## config.mk

```make
export PLATFORM = sky130hd
export DESIGN_NAME = st7735_spi_sink_flat
export DESIGN_NICKNAME = d
export VERILOG_FILES = /design/src/rtl/st7735_spi_sink_if.sv /design/src/rtl/st7735_spi_sink.sv /design/src/flat_wrapper.sv
export SDC_FILE = /design/constraint.sdc
export NUM_CORES = 1
export LEC_CHECK = 0
export CAP_MARGIN = 20
export CORE_UTILIZATION = 30
export CTS_CLUSTER_SIZE = 28
export DETAILED_ROUTE_END_ITERATION = 10
export GPL_TIMING_DRIVEN = 1
export SLEW_MARGIN = 5
export SYNTH_ARGS = -nofsm -noshare
export SYNTH_HDL_FRONTEND = slang
export SYNTH_SLANG_ARGS = --single-unit
```

## constraint.sdc

```tcl
create_clock -name SYSTEM_CLK -period 5.93 [get_ports SYSTEM_CLK]
set_input_delay 1.186 -clock SYSTEM_CLK [delete_from_list [all_inputs] [get_ports SYSTEM_CLK]]
set_output_delay 1.186 -clock SYSTEM_CLK [all_outputs]
set_load 0.05 [all_outputs]
```

## src/rtl/st7735_spi_sink_if.sv

```systemverilog
// Bus bundle for the ST7735 receive model: SPI wires from the driver, decoded events back.
interface st7735_spi_sink_if #(
  parameter int COORD_W = 8
);
  logic               CS;
  logic               MOSI;
  logic               DC;
  logic               LCD_CLK;
  logic               RESET;
  logic               cmd_valid;
  logic [7:0]         cmd_byte;
  logic               pix_valid;
  logic [COORD_W-1:0] pix_x;
  logic [COORD_W-1:0] pix_y;
  logic [15:0]        pix_color;
  logic               frame_done;
  logic               sleep_out;
  logic               disp_on;

  modport master (
    output CS, MOSI, DC, LCD_CLK, RESET,
    input  cmd_valid, cmd_byte, pix_valid, pix_x, pix_y, pix_color,
           frame_done, sleep_out, disp_on
  );

  modport slave (
    input  CS, MOSI, DC, LCD_CLK, RESET,
    output cmd_valid, cmd_byte, pix_valid, pix_x, pix_y, pix_color,
           frame_done, sleep_out, disp_on
  );
endinterface

```

## src/rtl/st7735_spi_sink.sv

```systemverilog
// Oversampling ST7735 SPI receiver: byte framing, command decode, CASET/RASET window
// tracking and one pixel event per RAMWR colour word.
module st7735_spi_sink #(
  parameter int WIDTH       = 128,
  parameter int HEIGHT      = 160,
  parameter int COORD_W     = 8,
  parameter int SYNC_STAGES = 2
) (
  input  logic            SYSTEM_CLK,
  input  logic            RST,
  st7735_spi_sink_if.slave bus
);
  localparam logic [COORD_W-1:0] XE_RST = COORD_W'(WIDTH - 1);
  localparam logic [COORD_W-1:0] YE_RST = COORD_W'(HEIGHT - 1);
  localparam logic [COORD_W-1:0] C_ONE  = COORD_W'(1);

  typedef enum logic [2:0] {S_IDLE, S_CASET, S_RASET, S_RAMWR, S_IGNORE} state_t;

  // Sync bit order: {RESET, LCD_CLK, DC, MOSI, CS}; idle values keep CS and RESET deasserted.
  logic [4:0] w_in;
  logic [SYNC_STAGES-1:0][4:0] r_sync;
  assign w_in = {bus.RESET, bus.LCD_CLK, bus.DC, bus.MOSI, bus.CS};

  always_ff @(posedge SYSTEM_CLK or posedge RST) begin
    if (RST) r_sync <= {SYNC_STAGES{5'b10001}};
    else     r_sync <= {r_sync[SYNC_STAGES-2:0], w_in};
  end

  logic w_cs, w_mosi, w_dc, w_sclk, w_rstn;
  assign {w_rstn, w_sclk, w_dc, w_mosi, w_cs} = r_sync[SYNC_STAGES-1];

  // Byte framing
  logic       r_sclk_d;
  logic [2:0] r_bcnt;
  logic [6:0] r_shift;
  logic       r_stb;
  logic [7:0] r_byte;
  logic       r_dc;

  always_ff @(posedge SYSTEM_CLK or posedge RST) begin
    if (RST) begin
      r_sclk_d <= 1'b0;
      r_bcnt   <= 3'd0;
      r_shift  <= 7'd0;
      r_stb    <= 1'b0;
      r_byte   <= 8'd0;
      r_dc     <= 1'b0;
    end else begin
      r_sclk_d <= w_sclk;
      r_stb    <= 1'b0;
      if (!w_rstn || w_cs) begin
        r_bcnt <= 3'd0;
      end else if (w_sclk && !r_sclk_d) begin
        r_shift <= {r_shift[5:0], w_mosi};
        r_bcnt  <= r_bcnt + 3'd1;
        if (r_bcnt == 3'd7) begin
          r_stb  <= 1'b1;
          r_byte <= {r_shift, w_mosi};
          r_dc   <= w_dc;
        end
      end
    end
  end

  // Decode
  state_t             r_state;
  logic [1:0]         r_pidx;
  logic [7:0]         r_phi;
  logic [COORD_W-1:0] r_start;
  logic               r_hiph;
  logic [COORD_W-1:0] r_xs, r_xe, r_ys, r_ye, r_x, r_y;
  logic               w_cmd, w_data, w_soft_rst;

  assign w_cmd      = w_rstn && r_stb && !r_dc;
  assign w_data     = w_rstn && r_stb &&  r_dc;
  assign w_soft_rst = !w_rstn || (w_cmd && r_byte == 8'h01);

  always_ff @(posedge SYSTEM_CLK or posedge RST) begin
    if (RST) begin
      r_state        <= S_IDLE;
      r_pidx         <= 2'd0;
      r_phi          <= 8'd0;
      r_start        <= '0;
      r_hiph         <= 1'b1;
      r_xs           <= '0;
      r_xe           <= XE_RST;
      r_ys           <= '0;
      r_ye           <= YE_RST;
      r_x            <= '0;
      r_y            <= '0;
      bus.cmd_valid  <= 1'b0;
      bus.cmd_byte   <= 8'h00;
      bus.pix_valid  <= 1'b0;
      bus.pix_x      <= '0;
      bus.pix_y      <= '0;
      bus.pix_color  <= 16'h0000;
      bus.frame_done <= 1'b0;
      bus.sleep_out  <= 1'b0;
      bus.disp_on    <= 1'b0;
    end else begin
      bus.cmd_valid  <= 1'b0;
      bus.pix_valid  <= 1'b0;
      bus.frame_done <= 1'b0;
      if (w_cmd) begin
        bus.cmd_valid <= 1'b1;
        bus.cmd_byte  <= r_byte;
        r_pidx        <= 2'd0;
        r_hiph        <= 1'b1;
        case (r_byte)
          8'h2A: r_state <= S_CASET;
          8'h2B: r_state <= S_RASET;
          8'h2C: begin
            r_state <= S_RAMWR;
            r_x     <= r_xs;
            r_y     <= r_ys;
          end
          8'h01: r_state <= S_IDLE;
          8'h10: begin bus.sleep_out <= 1'b0; r_state <= S_IDLE; end
          8'h11: begin bus.sleep_out <= 1'b1; r_state <= S_IDLE; end
          8'h28: begin bus.disp_on   <= 1'b0; r_state <= S_IDLE; end
          8'h29: begin bus.disp_on   <= 1'b1; r_state <= S_IDLE; end
          default: r_state <= S_IGNORE;
        endcase
      end else if (w_data) begin
        case (r_state)
          S_CASET, S_RASET: begin
            r_pidx <= r_pidx + 2'd1;
            case (r_pidx)
              2'd1: r_start <= COORD_W'({r_phi, r_byte});
              2'd3: begin
                // Window commits only once the full 4-byte parameter set has arrived.
                if (r_state == S_CASET) begin
                  r_xs <= r_start;
                  r_xe <= COORD_W'({r_phi, r_byte});
                end else begin
                  r_ys <= r_start;
                  r_ye <= COORD_W'({r_phi, r_byte});
                end
                r_state <= S_IDLE;
              end
              default: r_phi <= r_byte;
            endcase
          end
          S_RAMWR: begin
            if (r_hiph) begin
              r_phi  <= r_byte;
              r_hiph <= 1'b0;
            end else begin
              r_hiph         <= 1'b1;
              bus.pix_valid  <= 1'b1;
              bus.pix_x      <= r_x;
              bus.pix_y      <= r_y;
              bus.pix_color  <= {r_phi, r_byte};
              bus.frame_done <= (r_x == r_xe) && (r_y == r_ye);
              // XS>XE simply runs x through the COORD_W wrap until it meets XE.
              if (r_x == r_xe) begin
                r_x <= r_xs;
                r_y <= (r_y == r_ye) ? r_ys : r_y + C_ONE;
              end else begin
                r_x <= r_x + C_ONE;
              end
            end
          end
          default: ;
        endcase
      end
      if (w_soft_rst) begin
        r_state       <= S_IDLE;
        r_xs          <= '0;
        r_xe          <= XE_RST;
        r_ys          <= '0;
        r_ye          <= YE_RST;
        bus.sleep_out <= 1'b0;
        bus.disp_on   <= 1'b0;
      end
    end
  end
endmodule

```

## src/flat_wrapper.sv

```systemverilog
// flat-port wrapper written by rule: the top's interface ports become plain ports
module st7735_spi_sink_flat 
#(
  parameter int WIDTH       = 128,
  parameter int HEIGHT      = 160,
  parameter int COORD_W     = 8,
  parameter int SYNC_STAGES = 2
)
  (SYSTEM_CLK, RST, bus_CS, bus_MOSI, bus_DC, bus_LCD_CLK, bus_RESET, bus_cmd_valid, bus_cmd_byte, bus_pix_valid, bus_pix_x, bus_pix_y, bus_pix_color, bus_frame_done, bus_sleep_out, bus_disp_on);
  st7735_spi_sink_if #(.COORD_W(COORD_W)) bus_i ();
  input  logic SYSTEM_CLK;
  input  logic RST;
  input wire logic [$bits(bus_i.CS)-1:0] bus_CS;
  input wire logic [$bits(bus_i.MOSI)-1:0] bus_MOSI;
  input wire logic [$bits(bus_i.DC)-1:0] bus_DC;
  input wire logic [$bits(bus_i.LCD_CLK)-1:0] bus_LCD_CLK;
  input wire logic [$bits(bus_i.RESET)-1:0] bus_RESET;
  output wire logic [$bits(bus_i.cmd_valid)-1:0] bus_cmd_valid;
  output wire logic [$bits(bus_i.cmd_byte)-1:0] bus_cmd_byte;
  output wire logic [$bits(bus_i.pix_valid)-1:0] bus_pix_valid;
  output wire logic [$bits(bus_i.pix_x)-1:0] bus_pix_x;
  output wire logic [$bits(bus_i.pix_y)-1:0] bus_pix_y;
  output wire logic [$bits(bus_i.pix_color)-1:0] bus_pix_color;
  output wire logic [$bits(bus_i.frame_done)-1:0] bus_frame_done;
  output wire logic [$bits(bus_i.sleep_out)-1:0] bus_sleep_out;
  output wire logic [$bits(bus_i.disp_on)-1:0] bus_disp_on;
  assign bus_i.CS = bus_CS;
  assign bus_i.MOSI = bus_MOSI;
  assign bus_i.DC = bus_DC;
  assign bus_i.LCD_CLK = bus_LCD_CLK;
  assign bus_i.RESET = bus_RESET;
  assign bus_cmd_valid = bus_i.cmd_valid;
  assign bus_cmd_byte = bus_i.cmd_byte;
  assign bus_pix_valid = bus_i.pix_valid;
  assign bus_pix_x = bus_i.pix_x;
  assign bus_pix_y = bus_i.pix_y;
  assign bus_pix_color = bus_i.pix_color;
  assign bus_frame_done = bus_i.frame_done;
  assign bus_sleep_out = bus_i.sleep_out;
  assign bus_disp_on = bus_i.disp_on;
  st7735_spi_sink #(.WIDTH(WIDTH), .HEIGHT(HEIGHT), .COORD_W(COORD_W), .SYNC_STAGES(SYNC_STAGES)) u_core (.SYSTEM_CLK(SYSTEM_CLK), .RST(RST), .bus(bus_i));
endmodule
```

==> Word level (Yosys, flattened, before mapping) <==
Cells that the tools add are included.
{ "totals": {"ff_bits": 146, "out_inout_bits": 45, "in_bits": 7} }
{ "op_classes": {"n_mux": 72, "addsub": 4, "bitwise": 3, "eq_ne": 22, "n_reduce_logical": 44} }
{ "ops": {"columns": ["cell", "count"], "rows": [
  ["8-bit 2-to-1 mux", 39],
  ["8-bit by 6-bit == test with 1-bit output (second input constant)", 5],
  ["2-bit nonzero test", 11],
  ["3-bit 2-to-1 mux", 7],
  ["5-bit AND reduction", 4],
  ["1-bit 2-to-1 mux", 19],
  ["8-bit by 1-bit adder with 8-bit output (second input constant)", 2],
  ["8-bit by 5-bit == test with 1-bit output (second input constant)", 2],
  ["8-bit == test", 2],
  ["8-bit one-hot mux with 2 select lines", 1],
  ["3-bit nonzero test", 5],
  ["3-bit one-hot mux with 4 select lines", 1],
  ["4-bit AND reduction", 3],
  ["2-bit AND reduction", 5],
  ["8-bit by 1-bit == test with 1-bit output (second input constant)", 1],
  ["2-bit != test (second input constant)", 4],
  ["3-bit by 2-bit == test with 1-bit output (second input constant)", 2],
  ["1-bit logical AND", 6],
  ["2-bit 2-to-1 mux", 3],
  ["3-bit AND reduction", 2],
  ["5-bit OR reduction", 1],
  ["2-bit by 1-bit != test with 1-bit output (second input constant)", 2],
  ["1-bit one-hot mux with 2 select lines", 2],
  ["2-bit OR reduction", 2],
  ["other kinds (9)", 14]
]} }

==> Logic depth before layout (Yosys ltp) <==
Gate-level depths: netlist (run 1).
{ "logic_depth": {"ltp_word": 7, "mapped_depth": 8, "depth_no_buf": 6} }

==> Worst setup path after synthesis (run 1) <==
OpenSTA, ideal clock, no wires.
{ "synth_path": {"kind": "register -> register", "startpoint": "register u_core.r_sync[9] in the netlist's numbering", "endpoint": "register u_core.r_y[1]", "path_slack_ns": 3.748, "period_less_slack_ns": 2.182, "stages_incl_launch_ff": 7, "required_time_ns": 5.805, "arrival_ns": 2.058, "setup_ns": 0.125, "n_path_buf": 1, "cell_sequence": "dfstp_2 > buf_2 > nand3_1 > nor3_2 > a31oi_1 > nor2_2 > mux2_2"} }
{ "synth_via": {"elab_chain_cells": 4, "elab_cells_between_ends": 10} }
{ "synth_lines": {"columns": ["item", "line", "rtl"], "rows": [
  ["from (decl)", "st7735_spi_sink.sv:21", "logic [SYNC_STAGES-1:0][4:0] r_sync;"],
  ["from (signal assigned)", "st7735_spi_sink.sv:25", "if (RST) r_sync <= {SYNC_STAGES{5'b10001}};"],
  ["from (signal assigned)", "st7735_spi_sink.sv:26", "else r_sync <= {r_sync[SYNC_STAGES-2:0], w_in};"],
  ["1-bit logical AND (*)", "st7735_spi_sink.sv:74, st7735_spi_sink.sv:75", null],
  ["1-bit logical AND (on tied branches)", "st7735_spi_sink.sv:74, st7735_spi_sink.sv:75", null],
  ["2-bit != test (no line) or 2-bit nonzero test (tied branches)", null, null],
  ["5-bit AND reduction (no line)", null, null],
  ["to (signal assigned)", "st7735_spi_sink.sv:115", "r_y <= r_ys;"],
  ["to (signal assigned)", "st7735_spi_sink.sv:158", "r_y <= (r_y == r_ye) ? r_ys : r_y + C_ONE;"],
  ["to (decl)", "st7735_spi_sink.sv:71", "logic [COORD_W-1:0] r_xs, r_xe, r_ys, r_ye, r_x, r_y;"]
]} }
Mark *: on every way between the ends. The rest lies on a longest branch, timed or not.
A chain may end at the register's enable or synchronous reset.

==> Worst setup path in the final report (run 1) <==
{ "layout_path": {"startpoint": "register u_core.r_byte[3]", "endpoint": "register u_core.r_state[2]"} }
{ "layout_via": {"elab_chain_cells": 5, "elab_cells_between_ends": 18} }
{ "layout_lines": {"columns": ["item", "line", "rtl"], "rows": [
  ["from (decl)", "st7735_spi_sink.sv:37", "logic [7:0] r_byte;"],
  ["from (signal assigned)", "st7735_spi_sink.sv:58", "r_byte <= {r_shift, w_mosi};"],
  ["8-bit by 5-bit == test with 1-bit output, or another cell as far along", "st7735_spi_sink.sv:109", "case (r_byte)"],
  ["5-bit OR reduction (no line) or 1-bit logical AND (tied branches)", null, null],
  ["3-bit one-hot mux with 4 select lines or 1-bit logical OR (tied branches)", "st7735_spi_sink.sv:109, st7735_spi_sink.sv:76", null],
  ["3-bit 2-to-1 mux or 3-bit nonzero test (tied branches)", null, null],
  ["3-bit 2-to-1 mux or 3-bit AND reduction (tied branches)", null, null],
  ["to (signal assigned)", "st7735_spi_sink.sv:110", "8'h2A: r_state <= S_CASET;"],
  ["to (signal assigned)", "st7735_spi_sink.sv:111", "8'h2B: r_state <= S_RASET;"],
  ["to (signal assigned)", "st7735_spi_sink.sv:168", "r_state <= S_IDLE;"],
  ["to (decl)", "st7735_spi_sink.sv:66", "state_t r_state;"]
]} }
Parallel ways exist; a longest one is shown, timed or not.

==> results.md, run 1 <==
* Filler cells at 1972
* GPL Wtd Cong at 0.772
* End point of the critical path: u_core.r_state[2]$_DFFE_PP0P_
* Endpoints failing hold at 0
* Sw Share at 22.3%
* H-tree Lvls at 4
* Area of the multi-input gates at 2500 sq um
* Clock-pin slew on the worst setup and hold paths at 0.06 ns
* DRC violations left at 0
* Power density cells at 267 nW/um^2
* Syn_nets at 523
* Switching pwr at 0.457 mW
* Gr usage total at 13.6%
* Slew Viols, Final at 0
* Drt via density at 4.81
* Worst reg2reg setup slack at 2.96 ns
* Adder-Cell Fraction of Synth Area at 1.19%
* Sequential-to-total area share from yosys stat at 58.2%
* RSZ-0062 raised after global routing: false
* Relative slew slack at 36.8%
* Die area at 21700 sq um
* Setup TNS at 0 ns
* Initial DRC count at 208
* Worst slew pin tran at 0.949 ns
* First-pass GRT wire length at 22.8 mm
* Max_cap viols at 0
* FF+latch count, synth at 146
* Synthesis-to-finish area growth at 21.4%
* Reg2reg end: u_core.r_state[2]$_DFFE_PP0P_
* Wire per inst at 16.3 um
* DRT Wirelength at 13.7 mm
* Cells after synthesis at 510
* Compound-Gate Fraction of Synth Area at 6.08%
* Storage cell area at 3680 sq um
* Area contributors post-synth: dfrtp_1, mux2_2, dfstp_2
* Root buf cell: clkbuf_16
* Antenna violations before repair at 0
* Dpl hpwl at 9.09 mm
* CTS resizes at 0
* Clk_lat worst skew at 0.42 ns
* CTS Hold Bufs at 0
* Synth unique cells at 50
* Tmin final at 2.97 ns
* Via count at 4061
* Total power at 2.05 mW
* Startpoint types: flop
* Syn_area_per_cell at 12.4 sq um
* Fmax at 336 MHz
* Critical path origin: u_core.r_byte[3]$_DFFE_PP0P_
* Dpl cell area at 7110 sq um
* Final core occ at 37.6%
* Chip Height at 147 um
* Initial Utilization at 30.9%
* Share of cells above drive strength 1 at 23.3%
* Crit Path Max Fanout at 21
* Input/output buffers at 51
* Reg2Reg Launch Point: u_core.r_byte[3]$_DFFE_PP0P_
* Min-delay worst type: reg -> reg
* Top Registers: u_core.bus.pix_color: 16 flops, u_core.r_sync: 10 flops
* Final Setup Violations at 0
* Clock sink count at 146
* Placeable Area at 20400 sq um
* Mux cell area share after synthesis at 19.4%
* Nets at 574
* CTS buffer count at 17
* Largest family of logic cells by synthesized area: multiplexers
* Vias in the first global route at 4124
* Comb pwr share at 2.2%
* Overflow after GRT at 0
* DRT Pass-1 Iters at 4
* CP Class: reg -> reg
* P_int at 1.59 mW
* Die Wd at 147 um
* Post-route cell area at 7670 sq um
* CTS tree: built
* Mapped Area at 6320 sq um
* XOR/XNOR share of the synthesized area at 2.49%
* Postcts setup bufs at 0
* Worst VDD drop at 0.000192 V
* FP Rows at 52
* Num ports at 52
* Top reg by flops: u_core.bus.pix_color
* Crit path DAT at 3.28 ns
* YS warnings at 0
* Tcrit/Tclk final at 50.1%
* Worst reg2reg path depth at 5
* Max reg flops at 16
* Diode count at 0
* Clock buffer depth at 2
* Status: finished clean
* Remaining antenna violation count at 0
* Ys async rst share at 100%
* Simple-gate share of the synthesized area at 10.0%
* Critical path capture point type: flop
* Synth area leader: dfrtp_1
* Yosys top cell area share at 50.7%
* Clock Skews at 0.00695 ns
* Clock share of power at 47.7%
* Post-synth EDFFs at 0
* Largest net degree at the start of global routing at 104
* Critical Path RT at 6.24 ns
* Leak at 3.68 nW
* Ys flop type: dfrtp_1
* Register share of total power at 50.1%
-- kinds of logic after synthesis --
family | after synthesis
DFF | 146
and+or+nand+nor | 136
muxes | 114
AOI/OAI and AO/OA | 52
adders and majority gates | 6
xor gates and xnor gates | 18
buffers and inverters | 38
-- per-layer routing --
layer  GRT usage, %  routed length (um)  vias up
li1               -                   -     1897
met4           3.04                  78        0
met3           3.94                 509        9
met5              0                   0        -
met1           19.0                6810     2080
met2           20.9                6340       75
-- area by class of cell --
| cell class | count | share of cell area (%) |
|---|---|---|
| flip-flops and latches | 146 | 47.9 |
| multi-input cells | 326 | 32.6 |
| clock buffers | 22 | 6.05 |
| clock inverters | 10 | 1.01 |
| repair buffers | 57 | 7.39 |
| inverters | 13 | 0.701 |
| well taps | 270 | 4.40 |
-- per-stage QoR --
| step | worst slack (ns) | hold slack (ns) | std cells |
|---|---|---|---|
| after floorplan | 0.851 | 0.331 | 510 |
| after global placement | 2.97 | 0.339 | 810 |
| after detailed placement | 2.88 | 0.340 | 810 |
| after CTS | 2.85 | 0.353 | 842 |
| after global routing | 2.81 | 0.359 | 844 |
| final | 2.96 | 0.350 | 844 |
-- worst max-delay path: stages (launching register included) --
cell and delay [ns]:
dfrtp_1 0.49, or4_1 0.59, or4b_4 0.54, o31ai_4 0.78, nor2_1 0.17, a32o_1 0.30
-- power by group through the flow --
stage / clock, mW / combinational (mW) / sequential, mW
after global placement: 0 / 0.0447 / 1.04
final: 0.976 / 0.0450 / 1.03
after global routing: 1.05 / 0.0511 / 1.03
after floorplan: 0 / 0.0341 / 1.04
after CTS: 1.00 / 0.0472 / 1.03
after detailed placement: 0 / 0.0464 / 1.04
-- cell usage after synthesis (3+ instances only) --
library cell,n
nand4_1,5
or2_2,4
a21oi_1,12
ha_1,6
a2bb2oi_1,5
nor2_1,41
nand3_1,8
o22a_1,4
mux2i_1,45
nand2_1,54
buf_2,9
o21ai_0,5
mux2_2,69
dfrtp_1,128
dfstp_2,18
nor4b_1,3
clkbuf_1,14
a211oi_1,6
inv_1,13
xor2_1,18
nor4_1,3
-- worst min path at each step --
stage,startpoint,end,slack (ns),cells past startpoint
5_1_grt,u_core.r_sync[0]$_DFF_PP1_,u_core.r_sync[5]$_DFF_PP1_,0.36,0
2_1_floorplan,u_core.r_sync[1]$_DFF_PP0_,u_core.r_sync[6]$_DFF_PP0_,0.33,0
3_5_place_dp,u_core.r_sync[1]$_DFF_PP0_,u_core.r_sync[6]$_DFF_PP0_,0.34,0
6_report,u_core.r_sync[3]$_DFF_PP0_,u_core.r_sync[8]$_DFF_PP0_,0.35,0
3_3_place_gp,u_core.r_sync[1]$_DFF_PP0_,u_core.r_sync[6]$_DFF_PP0_,0.34,0
4_1_cts,u_core.r_sync[1]$_DFF_PP0_,u_core.r_sync[6]$_DFF_PP0_,0.35,0
-- placed cells by master (no fill, tap or decap), types with 3 or more instances in the layout --
master / synthesis / layout
a2bb2oi_1: 5 / 5
nand3_1: 8 / 8
mux2_2: 69 / 69
o22a_1: 4 / 4
clkinvlp_4: 0 / 5
or2_2: 4 / 4
buf_4: 1 / 4
dfstp_2: 18 / 18
o21ai_0: 5 / 5
a211oi_1: 6 / 6
nand2_1: 54 / 54
inv_1: 13 / 12
inv_6: 0 / 3
ha_1: 6 / 6
xor2_1: 18 / 18
mux2i_1: 45 / 45
nand4_1: 5 / 5
nor4_1: 3 / 3
nor2_1: 41 / 41
a21oi_1: 12 / 12
dfrtp_1: 128 / 128
clkbuf_1: 14 / 3
clkdlybuf4s50_1: 0 / 51
clkbuf_16: 0 / 17
nor4b_1: 3 / 3
(Power assumes the default switching activity.)
==> run 2, diff against run 1 <==
==> constraint.sdc (replaced) <==
create_clock -name SYSTEM_CLK -period 2.8 [get_ports SYSTEM_CLK]
set_input_delay 0.56 -clock SYSTEM_CLK [delete_from_list [all_inputs] [get_ports SYSTEM_CLK]]
set_output_delay 0.56 -clock SYSTEM_CLK [all_outputs]
set_load 0.05 [all_outputs]
==> results.md, run 2 (synthesis results as in run 1) <==
* Status: finished clean
* Clock sink count at 146 (unchanged)
* Cell Count, Final, Fillers Out at 865 (+2.5%)
* Top Registers: u_core.bus.pix_color: 16 flops, u_core.r_sync: 10 flops
* Via count at 4129 (+1.7%)
* Clock buffer depth at 2 (unchanged)
* Most frequent cells in the layout: dfrtp_1, mux2_2, nand2_1, clkdlybuf4s50_1, mux2i_1
* CTS Hold Bufs at 0 (unchanged)
* FP Rows at 52 (unchanged)
* Worst VDD drop at 0.000459 V (+140%)
* Max reg flops at 16 (unchanged)
* Final Setup Violations at 0 (unchanged)
* DRT Pass-1 Iters at 4 (unchanged)
* Commonest non-fill, non-tap cell in the layout: dfrtp_1
* Synthesis-to-finish area growth at 24.8%
* Gr usage total at 14.0% (+0.39 points)
* Setup TNS at 0 ns (unchanged)
* Die Wd at 147 um (unchanged)
* Clock Skews at 0.0113 ns (+0.00432 ns)
* Placeable Area at 20400 sq um (unchanged)
* DRT Wirelength at 14.2 mm (+3.7%)
* Critical Path RT at 3.09 ns (-3.15 ns)
* Total power at 4.52 mW (+120%)
* Initial DRC count at 229 (+10%)
* Clock share of power at 49.5% (+1.8 points)
* Endpoints failing hold at 0 (unchanged)
* Power density cells at 573 nW/um^2 (+110%)
* Min-delay worst type: reg -> reg
* Top reg by flops: u_core.bus.pix_color
* Final core occ at 38.6% (+1.0 points)
* Crit Path Max Fanout at 20 (-4.8%)
* First-pass GRT wire length at 23.4 mm (+2.8%)
* Startpoint types: flop
* Chip Height at 147 um (unchanged)
* Largest net degree at the start of global routing at 36 (-65%)
* CTS tree: built
* Drt via density at 4.77 (-0.79%)
* Relative slew slack at 49.0% (+12 points)
* Antenna violations before repair at 0 (unchanged)
* Clk_lat worst skew at 0.42 ns (about the same)
* Comb pwr share at 2.5% (+0.3 points)
* Overflow after GRT at 0 (unchanged)
* Wire per inst at 16.5 um (+1.2%)
* Worst slew pin tran at 0.765 ns (-0.184 ns)
* Register share of total power at 48.0% (-2.1 points)
* Critical path capture point type: flop
* Dpl hpwl at 9.83 mm (+8.1%)
* Share of cells above drive strength 1 at 26.4% (+3.0 points)
* Hold Crit Start: u_core.r_sync[3]$_DFF_PP0_
* Dpl cells at 833 (+2.8%)
* Switching pwr at 1.00 mW (+120%)
* Filler cells at 1959 (-0.66%)
* Diode count at 0 (unchanged)
* Sw Share at 22.2% (-0.17 points)
* Postcts setup bufs at 0 (unchanged)
* P_int at 3.52 mW (+120%)
* Input/output buffers at 51 (unchanged)
* Die area at 21700 sq um (unchanged)
* H-tree Lvls at 4 (unchanged)
* Nets at 595 (+3.7%)
* RSZ-0062 raised after global routing: false
* CTS buffer count at 17 (unchanged)
* Tmin final at 2.36 ns (-0.612 ns)
* Remaining antenna violation count at 0 (unchanged)
* Root buf cell: clkbuf_16
* GPL Wtd Cong at 0.818 (+6.0%)
* Fmax at 424 MHz (+26%)
* Initial Utilization at 30.9% (unchanged)
* Slew Viols, Final at 0 (unchanged)
* CTS resizes at 0 (unchanged)
* Vias in the first global route at 4224 (+2.4%)
* Num ports at 52 (unchanged)
* Leak at 3.82 nW (+3.8%)
* Max_cap viols at 0 (unchanged)
* Tcrit/Tclk final at 84.3% (+34 points)
* DRC violations left at 0 (unchanged)
* Critical path origin: u_core.r_byte[6]$_DFFE_PP0P_
* Clock-pin slew on the worst setup and hold paths at 0.07 ns (about the same)
* Crit path DAT at 2.65 ns (-0.63 ns)
* Reg2Reg Launch Point: u_core.r_byte[6]$_DFFE_PP0P_
* CP Class: reg -> reg
-- run 2: cell types whose count changed in the layout (fill, tap and decap cells not counted) --
cell,before,now
buf_6,1,0
clkbuf_1,3,1
buf_4,4,25
inv_6,3,2
bufinv_16,0,2
buf_12,0,2
inv_8,0,1
clkinvlp_4,5,2
clkinv_4,2,5
clkbuf_8,2,0
clkinv_2,1,3
buf_8,1,0
-- run 2: stage by stage --
| stage | hold WS (ns) | setup slack, ns | area [sq um] |
|---|---|---|---|
| 2_1_floorplan | 0.331 | 0.422 | 6320 |
| 3_3_place_gp | 0.335 | 0.541 | 7300 |
| 3_5_place_dp | 0.336 | 0.466 | 7300 |
| 4_1_cts | 0.351 | 0.441 | 7890 |
| 5_1_grt | 0.356 | 0.324 | 7890 |
| 6_report | 0.347 | 0.440 | 7890 |
-- run 2: worst paths after layout --
kind,end,slack (ns),cells after the start
worst max-delay path,u_core.r_ys[4]$_DFFE_PP0P_,0.44,5
worst min-delay path,u_core.r_sync[8]$_DFF_PP0_,0.35,0
worst max register to register,u_core.r_ys[4]$_DFFE_PP0P_,0.44,5
worst min register to register,u_core.r_sync[8]$_DFF_PP0_,0.35,0
max in group asynchronous,u_core.r_x[1]$_DFFE_PP0P_,1.46,4
min in group asynchronous,u_core.r_ys[0]$_DFFE_PP0P_,0.54,2
-- run 2: area by class of cell --
| class | instances | area (sq um) | area share [%] |
|---|---|---|---|
| tap | 270 | 338 | 4.28 |
| timing repair buffer | 78 | 738 | 9.36 |
| inverter | 13 | 52.6 | 0.666 |
| multi-input combinational | 326 | 2500 | 31.7 |
| clock buffer | 18 | 429 | 5.44 |
| clock inverter | 14 | 155 | 1.97 |
| sequential | 146 | 3680 | 46.6 |
-- run 2: critical path, stage by stage, from the launching register on --
cell and delay [ns]:
dfrtp_1 0.54, or4_1 0.56, or4b_4 0.53, o31ai_4 0.21
buf_4 0.29, nor2_1 0.09
-- run 2: power by group through the flow --
stage / Sequential (mW) / Combinational [mW] / Clock (mW)
after global routing: 2.18 / 0.127 / 2.39
after detailed placement: 2.21 / 0.116 / 0
after global placement: 2.21 / 0.112 / 0
final: 2.17 / 0.112 / 2.24
after floorplan: 2.20 / 0.0725 / 0
after CTS: 2.17 / 0.116 / 2.29
-- run 2: layer usage --
layer,part of all wire (%),GRT usage (%)
met5,0,0
met4,0.58,3.45
met3,4.9,4.04
met1,48,19.5
met2,46,21.5
==> run 3, diff against run 2 <==
==> constraint.sdc (replaced) <==
create_clock -name SYSTEM_CLK -period 2.41 [get_ports SYSTEM_CLK]
set_input_delay 0.482 -clock SYSTEM_CLK [delete_from_list [all_inputs] [get_ports SYSTEM_CLK]]
set_output_delay 0.482 -clock SYSTEM_CLK [all_outputs]
set_load 0.05 [all_outputs]
==> results.md, run 3 (synthesis results as in run 1) <==
* Vias in the first global route at 4229 (+0.12%)
* Via count at 4099 (-0.73%)
* Commonest non-fill, non-tap cell in the layout: dfrtp_1
* CTS buffer count at 17 (unchanged)
* H-tree Lvls at 4 (unchanged)
* First-pass GRT wire length at 22.7 mm (-3.3%)
* Dpl cell area at 7300 sq um (unchanged)
* Critical Path RT at 2.71 ns (-0.38 ns)
* Initial Utilization at 30.9% (unchanged)
* DRT Pass-1 Iters at 5 (+1)
* CP Class: reg -> reg
* Initial DRC count at 209 (-8.7%)
* Overflow after GRT at 0 (unchanged)
* Hold slack at 0.349 ns (+0.00180 ns)
* Clock buffer depth at 2 (unchanged)
* Synthesis-to-finish area growth at 25.9%
* Max_cap viols at 0 (unchanged)
* Clock Skews at 0.0110 ns (-0.000242 ns)
* CTS resizes at 0 (unchanged)
* Nets at 595 (unchanged)
* DRC violations left at 0 (unchanged)
* Cell depth of the worst hold path at 0 (unchanged)
* Worst reg2reg path depth at 5 (unchanged)
* Diode count at 0 (unchanged)
* CTS tree: built
* Dpl cells at 833 (unchanged)
* Num ports at 52 (unchanged)
* Root buf cell: clkbuf_16
* Leak at 3.85 nW (+0.82%)
* Dpl hpwl at 9.33 mm (-5.1%)
* Worst slew pin tran at 0.553 ns (-0.212 ns)
* Die area at 21700 sq um (unchanged)
* Wire per inst at 15.8 um (-4.1%)
* Reg2reg end: u_core.r_ys[7]$_DFFE_PP0P_
* Largest net degree at the start of global routing at 100 (+180%)
* Post-route cell area at 7960 sq um (+0.86%)
* Final worst setup slack at 0.171 ns (-0.269 ns)
* Tmin final at 2.24 ns (-0.121 ns)
* Met3 Use GR at 3.85% (-0.19 points)
* Gr usage total at 13.6% (-0.45 points)
* RSZ-0062 raised after global routing: false
* Share of cells above drive strength 1 at 25.7% (-0.67 points)
* Met2 Use GR at 21.6% (+0.094 points)
* Most frequent cells in the layout: dfrtp_1, mux2_2, nand2_1, clkdlybuf4s50_1, mux2i_1
* Hold Crit Start: u_core.r_sync[2]$_DFF_PP0_
* Place WS at 0.181 ns (-0.284 ns)
* Clk_lat worst skew at 0.42 ns (about the same)
* Relative slew slack at 63.2% (+14 points)
* Min-delay worst type: reg -> reg
* Fmax at 447 MHz (+5.4%)
* Tcrit/Tclk final at 92.9% (+8.6 points)
* Slew Viols, Final at 0 (unchanged)
* Cell Count, Final, Fillers Out at 865 (unchanged)
* Drt via density at 4.74 (-0.73%)
* GPL Wtd Cong at 0.832 (+1.7%)
* Chip Height at 147 um (unchanged)
* Met1 Use GR at 17.9% (-1.6 points)
* Postcts setup bufs at 0 (unchanged)
* CTS Hold Bufs at 0 (unchanged)
* Total power at 5.57 mW (+23%)
* Hold path endpoint: u_core.r_sync[7]$_DFF_PP0_
* Power density cells at 701 nW/um^2 (+22%)
* Input/output buffers at 51 (unchanged)
* Antenna violations before repair at 0 (unchanged)
* Placeable Area at 20400 sq um (unchanged)
* Reg2Reg Launch Point: u_core.r_byte[7]$_DFFE_PP0P_
* Worst reg2reg setup slack at 0.17 ns (-0.27 ns)
* Status: finished clean
* Clock sink count at 146 (unchanged)
* GR peak layer: met2
* Critical path capture point type: flop
* Crit Path Max Fanout at 20 (unchanged)
* Setup TNS at 0 ns (unchanged)
* Endpoints failing hold at 0 (unchanged)
* Final core occ at 38.9% (+0.33 points)
* Clock-pin slew on the worst setup and hold paths at 0.06 ns (about the same)
* Die Wd at 147 um (unchanged)
* Crit path DAT at 2.54 ns (-0.11 ns)
* Filler cells at 1948 (-0.56%)
* Startpoint types: flop
* DRT Wirelength at 13.7 mm (-4.1%)
* Top reg by flops: u_core.bus.pix_color
* Top Registers: u_core.bus.pix_color: 16 flops, u_core.r_sync: 10 flops
* Final Setup Violations at 0 (unchanged)
* Remaining antenna violation count at 0 (unchanged)
* FP Rows at 52 (unchanged)
* Worst VDD drop at 0.000476 V (+3.7%)
* Max reg flops at 16 (unchanged)
run 3: cell count changes in the layout (fill, tap and decap cells not counted):
cell,change
clkbuf_1,+4
inv_8,-1
clkinvlp_4,-1
bufinv_16,+4
clkinv_2,-1
inv_6,-1
clkinv_4,-4
run 3: where the power goes:
group          switching (mW)  internal (mW)  total [mW]
combinational          0.0744         0.0480       0.122
clock                   0.987           1.94        2.93
sequential             0.0243           2.50        2.52
run 3: critical path, stage by stage (launching register included):
cell	delay [ns]
dfrtp_1	0.53
or4_1	0.48
or4b_4	0.53
o31ai_4	0.20
buf_4	0.28
nor2_1	0.09
run 3: worst max path at each step:
stage                                      start                            endpoint  slack, ns  cells after the start
floorplan                                    RST  u_core.bus.cmd_byte[0]$_DFFE_PP0P_       0.11                      1
global route        u_core.r_byte[7]$_DFFE_PP0P_           u_core.r_y[7]$_DFFE_PP0P_       0.07                      6
CTS                 u_core.r_byte[7]$_DFFE_PP0P_          u_core.r_ys[1]$_DFFE_PP0P_       0.17                      5
detailed placement  u_core.r_byte[7]$_DFFE_PP0P_          u_core.r_xs[1]$_DFFE_PP0P_       0.18                      5
global placement    u_core.r_byte[7]$_DFFE_PP0P_          u_core.r_xs[3]$_DFFE_PP0P_       0.20                      5
finish              u_core.r_byte[7]$_DFFE_PP0P_          u_core.r_ys[7]$_DFFE_PP0P_       0.17                      5
run 3: final cells by class:
| type | instances | area (sq um) | area share (%) |
|---|---|---|---|
| clock buffers | 22 | 444 | 5.58 |
| clock inverters | 10 | 208 | 2.61 |
| inverters | 13 | 52.6 | 0.661 |
| multi-input cells | 326 | 2500 | 31.4 |
| flip-flops and latches | 146 | 3680 | 46.2 |
| well taps | 270 | 338 | 4.25 |
| repair buffers | 78 | 738 | 9.28 |
run 3: layer usage:
| layer | up-vias | wire length (um) |
|---|---|---|
| met5 | - | 0 |
| met1 | 2074 | 6400 |
| li1 | 1924 | - |
| met3 | 11 | 670 |
| met2 | 90 | 6490 |
| met4 | 0 | 88 |
